**config.mk**
```make
export PLATFORM = sky130hd
export DESIGN_NAME = alu_pipe_flat
export DESIGN_NICKNAME = d
export VERILOG_FILES = /design/src/rtl/alu_pipe_pkg.sv /design/src/rtl/alu_pipe_if.sv /design/src/rtl/alu_pipe_mul_seq.sv /design/src/rtl/alu_pipe.sv /design/src/flat_wrapper.sv
export SDC_FILE = /design/constraint.sdc
export NUM_CORES = 1
export LEC_CHECK = 0
export ABC_AREA = 1
export BUFFER_PORTS_ARGS = -buffer_cell sky130_fd_sc_hd__buf_2
export CELL_PAD_IN_SITES_DETAIL_PLACEMENT = 1
export CELL_PAD_IN_SITES_GLOBAL_PLACEMENT = 2
export CORE_MARGIN = 3
export CORE_UTILIZATION = 36
export DETAILED_ROUTE_END_ITERATION = 10
export PLACE_DENSITY = 0.93
export SETUP_SLACK_MARGIN = 0.4
export SLEW_MARGIN = 5
export SYNTH_ARGS = -nofsm -noshare
export SYNTH_HDL_FRONTEND = slang
export SYNTH_HIERARCHICAL = 1
export SYNTH_SLANG_ARGS = --single-unit
```
**constraint.sdc**
```tcl
create_clock -name clk -period 4.2 [get_ports clk]
set_input_delay 0 -clock clk [delete_from_list [all_inputs] [get_ports clk]]
set_output_delay 0 -clock clk [all_outputs]
set_load 0.02 [all_outputs]
```
**src/rtl/alu_pipe_pkg.sv**
```systemverilog
// Shared types and helpers for the pipelined ALU and its sequential multiplier.
package alu_pkg;

  typedef enum logic [2:0] {
    OP_ADD = 3'b000,
    OP_SUB = 3'b001,
    OP_AND = 3'b010,
    OP_OR  = 3'b011,
    OP_XOR = 3'b100,
    OP_SHL = 3'b101,
    OP_SHR = 3'b110,
    OP_MUL = 3'b111
  } op_t;

  typedef enum logic [1:0] {
    IDLE = 2'd0,
    BUSY = 2'd1,
    DONE = 2'd2
  } state_t;

  // Bits needed for a shift amount (and the multiplier step counter) at a given width.
  function automatic int shamt_width(input int width);
    return $clog2(width);
  endfunction

endpackage

```
**src/rtl/alu_pipe_if.sv**
```systemverilog
// Operand/result handshake bundle between source, ALU and consumer.
interface alu_pipe_if
  import alu_pkg::*;
#(
  parameter int WIDTH = 8
);
  logic             in_valid;
  logic             in_ready;
  logic [WIDTH-1:0] a;
  logic [WIDTH-1:0] b;
  op_t              op;
  logic             out_valid;
  logic             out_ready;
  logic [WIDTH-1:0] y;
  logic             z;
  logic             n;
  logic             c;
  logic             v;

  // Source/consumer side.
  modport master (
    output in_valid, a, b, op, out_ready,
    input  in_ready, out_valid, y, z, n, c, v
  );

  // ALU side.
  modport slave (
    input  in_valid, a, b, op, out_ready,
    output in_ready, out_valid, y, z, n, c, v
  );
endinterface

```
**src/rtl/alu_pipe_mul_seq.sv**
```systemverilog
// Unsigned shift-add multiplier: one partial product per cycle, WIDTH steps.
// The product output is the accumulator including the current step, so it is
// the full result in the cycle where done is high.
module alu_mul_seq
  import alu_pkg::*;
#(
  parameter int WIDTH = 8
) (
  input  logic               clk,
  input  logic               rst,
  input  logic               start,
  input  logic [WIDTH-1:0]   a,
  input  logic [WIDTH-1:0]   b,
  output logic               done,
  output logic [2*WIDTH-1:0] product
);
  localparam int               CNT_W = shamt_width(WIDTH);
  localparam logic [CNT_W-1:0] LAST  = CNT_W'(WIDTH - 1);

  logic [2*WIDTH-1:0] mcand_reg;
  logic [WIDTH-1:0]   mplier_reg;
  logic [2*WIDTH-1:0] acc_reg;
  logic [2*WIDTH-1:0] acc_next;
  logic [CNT_W-1:0]   cnt_reg;
  logic               busy_reg;

  assign acc_next = acc_reg + (mplier_reg[0] ? mcand_reg : '0);
  assign done     = busy_reg && (cnt_reg == LAST);
  assign product  = acc_next;

  // Capture operands on start, then shift multiplicand left / multiplier right each step.
  always_ff @(posedge clk) begin
    if (rst) begin
      mcand_reg  <= '0;
      mplier_reg <= '0;
      acc_reg    <= '0;
      cnt_reg    <= '0;
      busy_reg   <= 1'b0;
    end else if (start) begin
      mcand_reg  <= {{WIDTH{1'b0}}, a};
      mplier_reg <= b;
      acc_reg    <= '0;
      cnt_reg    <= '0;
      busy_reg   <= 1'b1;
    end else if (busy_reg) begin
      acc_reg    <= acc_next;
      mcand_reg  <= mcand_reg << 1;
      mplier_reg <= mplier_reg >> 1;
      if (cnt_reg == LAST) begin
        busy_reg <= 1'b0;
      end else begin
        cnt_reg <= cnt_reg + 1'b1;
      end
    end
  end
endmodule

```
**src/rtl/alu_pipe.sv**
```systemverilog
// Handshaked ALU: registered result and flags, single-cycle ops plus an iterative MUL.
module alu_pipe
  import alu_pkg::*;
#(
  parameter int WIDTH = 8
) (
  input  logic     clk,
  input  logic     rst,
  alu_pipe_if.slave bus
);
  localparam int SHW = shamt_width(WIDTH);
  localparam int MSB = WIDTH - 1;

  state_t             state_reg;
  logic               out_valid_reg;
  logic [WIDTH-1:0]   y_reg;
  logic               z_reg, n_reg, c_reg, v_reg;

  logic               accept;
  logic               mul_start;
  logic               mul_done;
  logic [2*WIDTH-1:0] mul_product;

  logic [WIDTH:0]     sum_w;
  logic [WIDTH:0]     diff_w;
  logic [SHW-1:0]     shamt;
  logic [WIDTH-1:0]   shl_tab [WIDTH];
  logic [WIDTH-1:0]   shr_tab [WIDTH];
  logic [WIDTH-1:0]   shl_c_tab;
  logic [WIDTH-1:0]   shr_c_tab;

  logic [WIDTH-1:0]   alu_y;
  logic               alu_c, alu_v;
  logic [WIDTH-1:0]   res_y_next;
  logic               res_c_next, res_v_next;

  assign bus.in_ready = (state_reg == IDLE) || ((state_reg == DONE) && bus.out_ready);
  assign accept       = bus.in_valid && bus.in_ready;
  assign mul_start    = accept && (bus.op == OP_MUL);

  assign sum_w  = {1'b0, bus.a} + {1'b0, bus.b};
  assign diff_w = {1'b0, bus.a} - {1'b0, bus.b};
  assign shamt  = bus.b[SHW-1:0];

  // Per-amount shift results and the last bit shifted out; amount 0 shifts nothing out.
  genvar gi;
  generate
    for (gi = 0; gi < WIDTH; gi++) begin : g_shift
      if (gi == 0) begin : g_zero
        assign shl_tab[gi]   = bus.a;
        assign shr_tab[gi]   = bus.a;
        assign shl_c_tab[gi] = 1'b0;
        assign shr_c_tab[gi] = 1'b0;
      end else begin : g_amt
        assign shl_tab[gi]   = bus.a << gi;
        assign shr_tab[gi]   = bus.a >> gi;
        assign shl_c_tab[gi] = bus.a[WIDTH-gi];
        assign shr_c_tab[gi] = bus.a[gi-1];
      end
    end
  endgenerate

  alu_mul_seq #(.WIDTH(WIDTH)) u_mul (
    .clk     (clk),
    .rst     (rst),
    .start   (mul_start),
    .a       (bus.a),
    .b       (bus.b),
    .done    (mul_done),
    .product (mul_product)
  );

  // Single-cycle datapath on the presented operands.
  always_comb begin
    alu_y = '0;
    alu_c = 1'b0;
    alu_v = 1'b0;
    case (bus.op)
      OP_ADD: begin
        alu_y = sum_w[MSB:0];
        alu_c = sum_w[WIDTH];
        alu_v = (bus.a[MSB] == bus.b[MSB]) && (sum_w[MSB] != bus.a[MSB]);
      end
      OP_SUB: begin
        alu_y = diff_w[MSB:0];
        alu_c = diff_w[WIDTH];
        alu_v = (bus.a[MSB] != bus.b[MSB]) && (diff_w[MSB] != bus.a[MSB]);
      end
      OP_AND: alu_y = bus.a & bus.b;
      OP_OR:  alu_y = bus.a | bus.b;
      OP_XOR: alu_y = bus.a ^ bus.b;
      OP_SHL: begin
        alu_y = shl_tab[shamt];
        alu_c = shl_c_tab[shamt];
      end
      OP_SHR: begin
        alu_y = shr_tab[shamt];
        alu_c = shr_c_tab[shamt];
      end
      default: ;
    endcase
  end

  // Pick the value to register: multiplier result while iterating, else the ALU.
  always_comb begin
    res_y_next = alu_y;
    res_c_next = alu_c;
    res_v_next = alu_v;
    if (state_reg == BUSY) begin
      res_y_next = mul_product[MSB:0];
      res_c_next = |mul_product[2*WIDTH-1:WIDTH];
      res_v_next = 1'b0;
    end
  end

  // Control FSM with registered result, flags and out_valid.
  always_ff @(posedge clk) begin
    if (rst) begin
      state_reg     <= IDLE;
      out_valid_reg <= 1'b0;
      y_reg         <= '0;
      z_reg         <= 1'b1;
      n_reg         <= 1'b0;
      c_reg         <= 1'b0;
      v_reg         <= 1'b0;
    end else begin
      case (state_reg)
        IDLE, DONE: begin
          if (accept) begin
            if (bus.op == OP_MUL) begin
              state_reg     <= BUSY;
              out_valid_reg <= 1'b0;
            end else begin
              state_reg     <= DONE;
              out_valid_reg <= 1'b1;
              y_reg         <= res_y_next;
              z_reg         <= (res_y_next == '0);
              n_reg         <= res_y_next[MSB];
              c_reg         <= res_c_next;
              v_reg         <= res_v_next;
            end
          end else if ((state_reg == DONE) && bus.out_ready) begin
            state_reg     <= IDLE;
            out_valid_reg <= 1'b0;
          end
        end
        BUSY: begin
          if (mul_done) begin
            state_reg     <= DONE;
            out_valid_reg <= 1'b1;
            y_reg         <= res_y_next;
            z_reg         <= (res_y_next == '0);
            n_reg         <= res_y_next[MSB];
            c_reg         <= res_c_next;
            v_reg         <= res_v_next;
          end
        end
        default: begin
          state_reg     <= IDLE;
          out_valid_reg <= 1'b0;
        end
      endcase
    end
  end

  assign bus.out_valid = out_valid_reg;
  assign bus.y         = y_reg;
  assign bus.z         = z_reg;
  assign bus.n         = n_reg;
  assign bus.c         = c_reg;
  assign bus.v         = v_reg;
endmodule

```
**src/flat_wrapper.sv**
```systemverilog
// flat-port wrapper written by rule: the top's interface ports become plain ports
module alu_pipe_flat import alu_pkg::*;
#(
  parameter int WIDTH = 8
)
  (clk, rst, bus_in_valid, bus_a, bus_b, bus_op, bus_out_ready, bus_in_ready, bus_out_valid, bus_y, bus_z, bus_n, bus_c, bus_v);
  alu_pipe_if #(.WIDTH(WIDTH)) bus_i ();
  input  logic clk;
  input  logic rst;
  input wire logic [$bits(bus_i.in_valid)-1:0] bus_in_valid;
  input wire logic [$bits(bus_i.a)-1:0] bus_a;
  input wire logic [$bits(bus_i.b)-1:0] bus_b;
  input wire logic [$bits(bus_i.op)-1:0] bus_op;
  input wire logic [$bits(bus_i.out_ready)-1:0] bus_out_ready;
  output wire logic [$bits(bus_i.in_ready)-1:0] bus_in_ready;
  output wire logic [$bits(bus_i.out_valid)-1:0] bus_out_valid;
  output wire logic [$bits(bus_i.y)-1:0] bus_y;
  output wire logic [$bits(bus_i.z)-1:0] bus_z;
  output wire logic [$bits(bus_i.n)-1:0] bus_n;
  output wire logic [$bits(bus_i.c)-1:0] bus_c;
  output wire logic [$bits(bus_i.v)-1:0] bus_v;
  assign bus_i.in_valid = bus_in_valid;
  assign bus_i.a = bus_a;
  assign bus_i.b = bus_b;
  assign bus_i.op = bus_op;
  assign bus_i.out_ready = bus_out_ready;
  assign bus_in_ready = bus_i.in_ready;
  assign bus_out_valid = bus_i.out_valid;
  assign bus_y = bus_i.y;
  assign bus_z = bus_i.z;
  assign bus_n = bus_i.n;
  assign bus_c = bus_i.c;
  assign bus_v = bus_i.v;
  alu_pipe #(.WIDTH(WIDTH)) u_core (.clk(clk), .rst(rst), .bus(bus_i));
endmodule
```
==> impl_results.md <==
- Num rows: 44
- DIE AREA: between 15000 and 20000 µm²
- Clk_lat worst skew: around 0.33 ns
- Clock transition at the registers of the reported paths: roughly 0.050 ns
- CTS Buf Count: 9
- Switch share: 31.5%
- First-pass GRT wire length: 28400 µm
- Die Ht: roughly 130 µm
- PortBufs: 36
- Synth Area in XOR/XNOR: between 1.5 and 2%
- Sequential-to-total area share from yosys stat: a little over a fifth
- Clock share of power: between 40% and 50%
- Pin count of the biggest net entering global routing: 40
- Commonest cells after routing, fill and taps aside: nand2_1, inv_1, nand3_1
- Share of cells above drive strength 1: between 10% and 20%
- Worst setup EP type: flop
- Routed wire length per instance: about 16 µm
- P&R area growth vs syn: 11.0%
- Number of distinct library cells after synthesis: 46
- Antenna Nets Post-Route: 0
- Outcome: complete, no violations
- Total grt overflow: 0
- DRT iter0 DRCs: ~330
- Int Power: 1230 µW
- Final number of max-transition violations: 0
- Root Driver: clkbuf_16
- Synth Register Bits: 57
- Met1 Wirelength: 8750 µm
- Predominant post-synthesis flop cell: dfxtp_1
- Post-detail-place hpwl: between 10000 and 15000 µm
- Post-Synth Simple-Gate Area: between 40 and 50%
- Fmax: approximately 370 MHz
- Yosys warns: 6
- Critical path type: flop to flop
- Mux cell area share after synthesis: 0%
- Most common cell after layout, fill and taps aside: nand2_1
- Max_slew headroom: 48.8%
- Hold Startpoint: bus_b[6]
- Part of the power in registers: 33.0%
- Period utilization: 65.1%
- Compound-cell area share of the yosys netlist: roughly 10%
- DR vias/cell: about 5.0
- Vias: 5592
- Tmin final: between 2 and 3 ns
- # H-tree levels: 3
- Switching pwr: 567 µW
- Syn avg cell area: about 6.0 µm²
- Met3 WL post-DR: between 600 and 700 µm
- Crit path DAT: slightly below 3 ns
- Hold Vio Cnt, Final: 0
- Clock buffer depth: 2
- I/O pin count: 37
- WL met2: approximately 7600 µm
- Main combinational cell family by area after synthesis: simple AND/OR/NAND/NOR gates
- Synth Instances: around 900
- Hold Slack: ~0.025 ns
- CORE AREA: about 15000 µm²
- Worst reg2reg path startpoint: u_core/u_mul/mplier_reg[0]
- Crit-path max FO: 17
- Startpoint Class: flop
- EDFF count, synth: 0
- Area share of fa/ha/maj cells after synthesis: 10.8%
- Sink Count: 57
- Final WL: between 15000 and 20000 µm
- RSZ-0062 raised after global routing: false
- Final GP Congestion: around 0.86
- Tot GR Track Use: a little over a fifth
- Hold Crit Class: input port to flop
- DRC violations left: 0
- Ys async rst share: 0%
- Synth Cell Area: between 5000 and 6000 µm²
- Initial Utilization: roughly 37%
- Die X: between 100 and 150 µm
- Maximum VDD drop: 0.000187 V
- Total of max-cap violations: 0
- Mapped Nets: just under 1k
- N_diodes: 0
- CTS tree: done
- Power per cell area: approximately 300 nW/µm²
- CP startpoint: u_core/u_mul/mplier_reg[0]
- Top Metal Used: met4
- Setup Buffers After CTS: 0
- Final setup viols: 0
- Static leakage: 0.00334 µW
- Clock skew: between 0.005 and 0.006 ns
- Layout Nets: ~1000
- Initial antenna violation count: 0
- Router iterations before antenna repair: 4
- Setup TNS: 0 ns
- Gate power share: about 22%
- Required time of the critical path: about 4.4 ns
- Worst Tran Pin Value: between 0.7 and 0.8 ns
- Vias in the first global route: 5570
-- cells in the mapped netlist (3+ instances only) --
cell / n / area share (%)
o21ai_0: 26 / 2.4
ha_1: 42 / 9.7
o21ai_1: 7 / 0.65
buf_4: 5 / 0.69
nand2_2: 11 / 1.3
a21oi_1: 38 / 3.5
buf_2: 12 / 1.1
inv_2: 13 / 0.90
nor3_1: 7 / 0.65
a31oi_1: 5 / 0.58
nand3_1: 102 / 9.4
nand4_1: 10 / 1.2
a211oi_1: 3 / 0.42
nor2_4: 5 / 1.0
inv_1: 145 / 10
fa_1: 3 / 1.1
o221ai_1: 9 / 1.5
nand2_1: 258 / 18
clkbuf_1: 6 / 0.42
o211ai_1: 3 / 0.42
nor2_2: 6 / 0.69
xor2_1: 7 / 1.1
nor3_2: 3 / 0.56
dfxtp_1: 57 / 21
buf_6: 6 / 1.3
nor2_1: 92 / 6.4
-- worst paths after layout --
check        depth (start not counted)                    endpoint  slack, ns
min                                  3  u_core/u_mul/mplier_reg[6]       0.03
max reg2reg                         14                u_core/bus.c       1.47
min reg2reg                          2     u_core/u_mul/cnt_reg[0]       0.47
max                                 14                u_core/bus.c       1.47
-- critical path, cell delays in order (launching register included) --
cell     delay [ns]
dfxtp_1        0.72
nand2_1        0.11
inv_1          0.10
ha_1           0.27
or2_1          0.26
nand3_1        0.11
nand2_1        0.12
nand2_1        0.13
nand2_1        0.06
nand2_1        0.08
nand2_1        0.05
nor4_1         0.32
a21oi_1        0.11
nor2_1         0.10
a21oi_1        0.07
-- power groups by stage --
stage	Sequential (µW)	Clock, µW	Combinational (µW)
CTS	595	833	401
global route	597	857	452
finish	594	808	399
floorplan	611	0	274
global placement	606	0	390
detailed placement	606	0	397
-- through the flow --
stage,power [µW],std cells,util [%],instance area (µm²),worst slack (ns)
2_1_floorplan,886,905,-,5400,1.76
3_3_place_gp,996,1097,38.6,5640,1.52
3_5_place_dp,1000,1097,38.6,5640,1.49
4_1_cts,1830,1116,41.1,6000,1.46
5_1_grt,1910,1116,41.1,6000,1.22
6_report,1800,1116,41.1,6000,1.47
-- cell type report --
type	instances	area, µm²
timing repair buffer	41	225
multi-input combinational	658	3470
clock inverter	6	90.1
fill	1990	8590
tap	184	230
clock buffer	10	239
sequential	57	1140
inverter	160	606
-- timing repair --
item,in CTS,in global routing
gates resized for setup,0,0
hold buffers,3,0
endpoints found under the hold margin,3,0
-- layer usage --
metal | global-route usage [%] | vias up
met5 | 0 | -
met4 | 7.23 | 0
met3 | 3.74 | 28
met2 | 33.9 | 101
met1 | 30.5 | 2572
li1 | - | 2891
-- logic make-up after synthesis --
kind of cell,Yosys count
flip-flops,57
AO/OA/AOI/OAI,97
buffers and inverters,190
adder cells (fa/ha/maj),45
XOR/XNOR,9
AND/OR/NAND/NOR,507
Power figures use the tool's default switching activity.
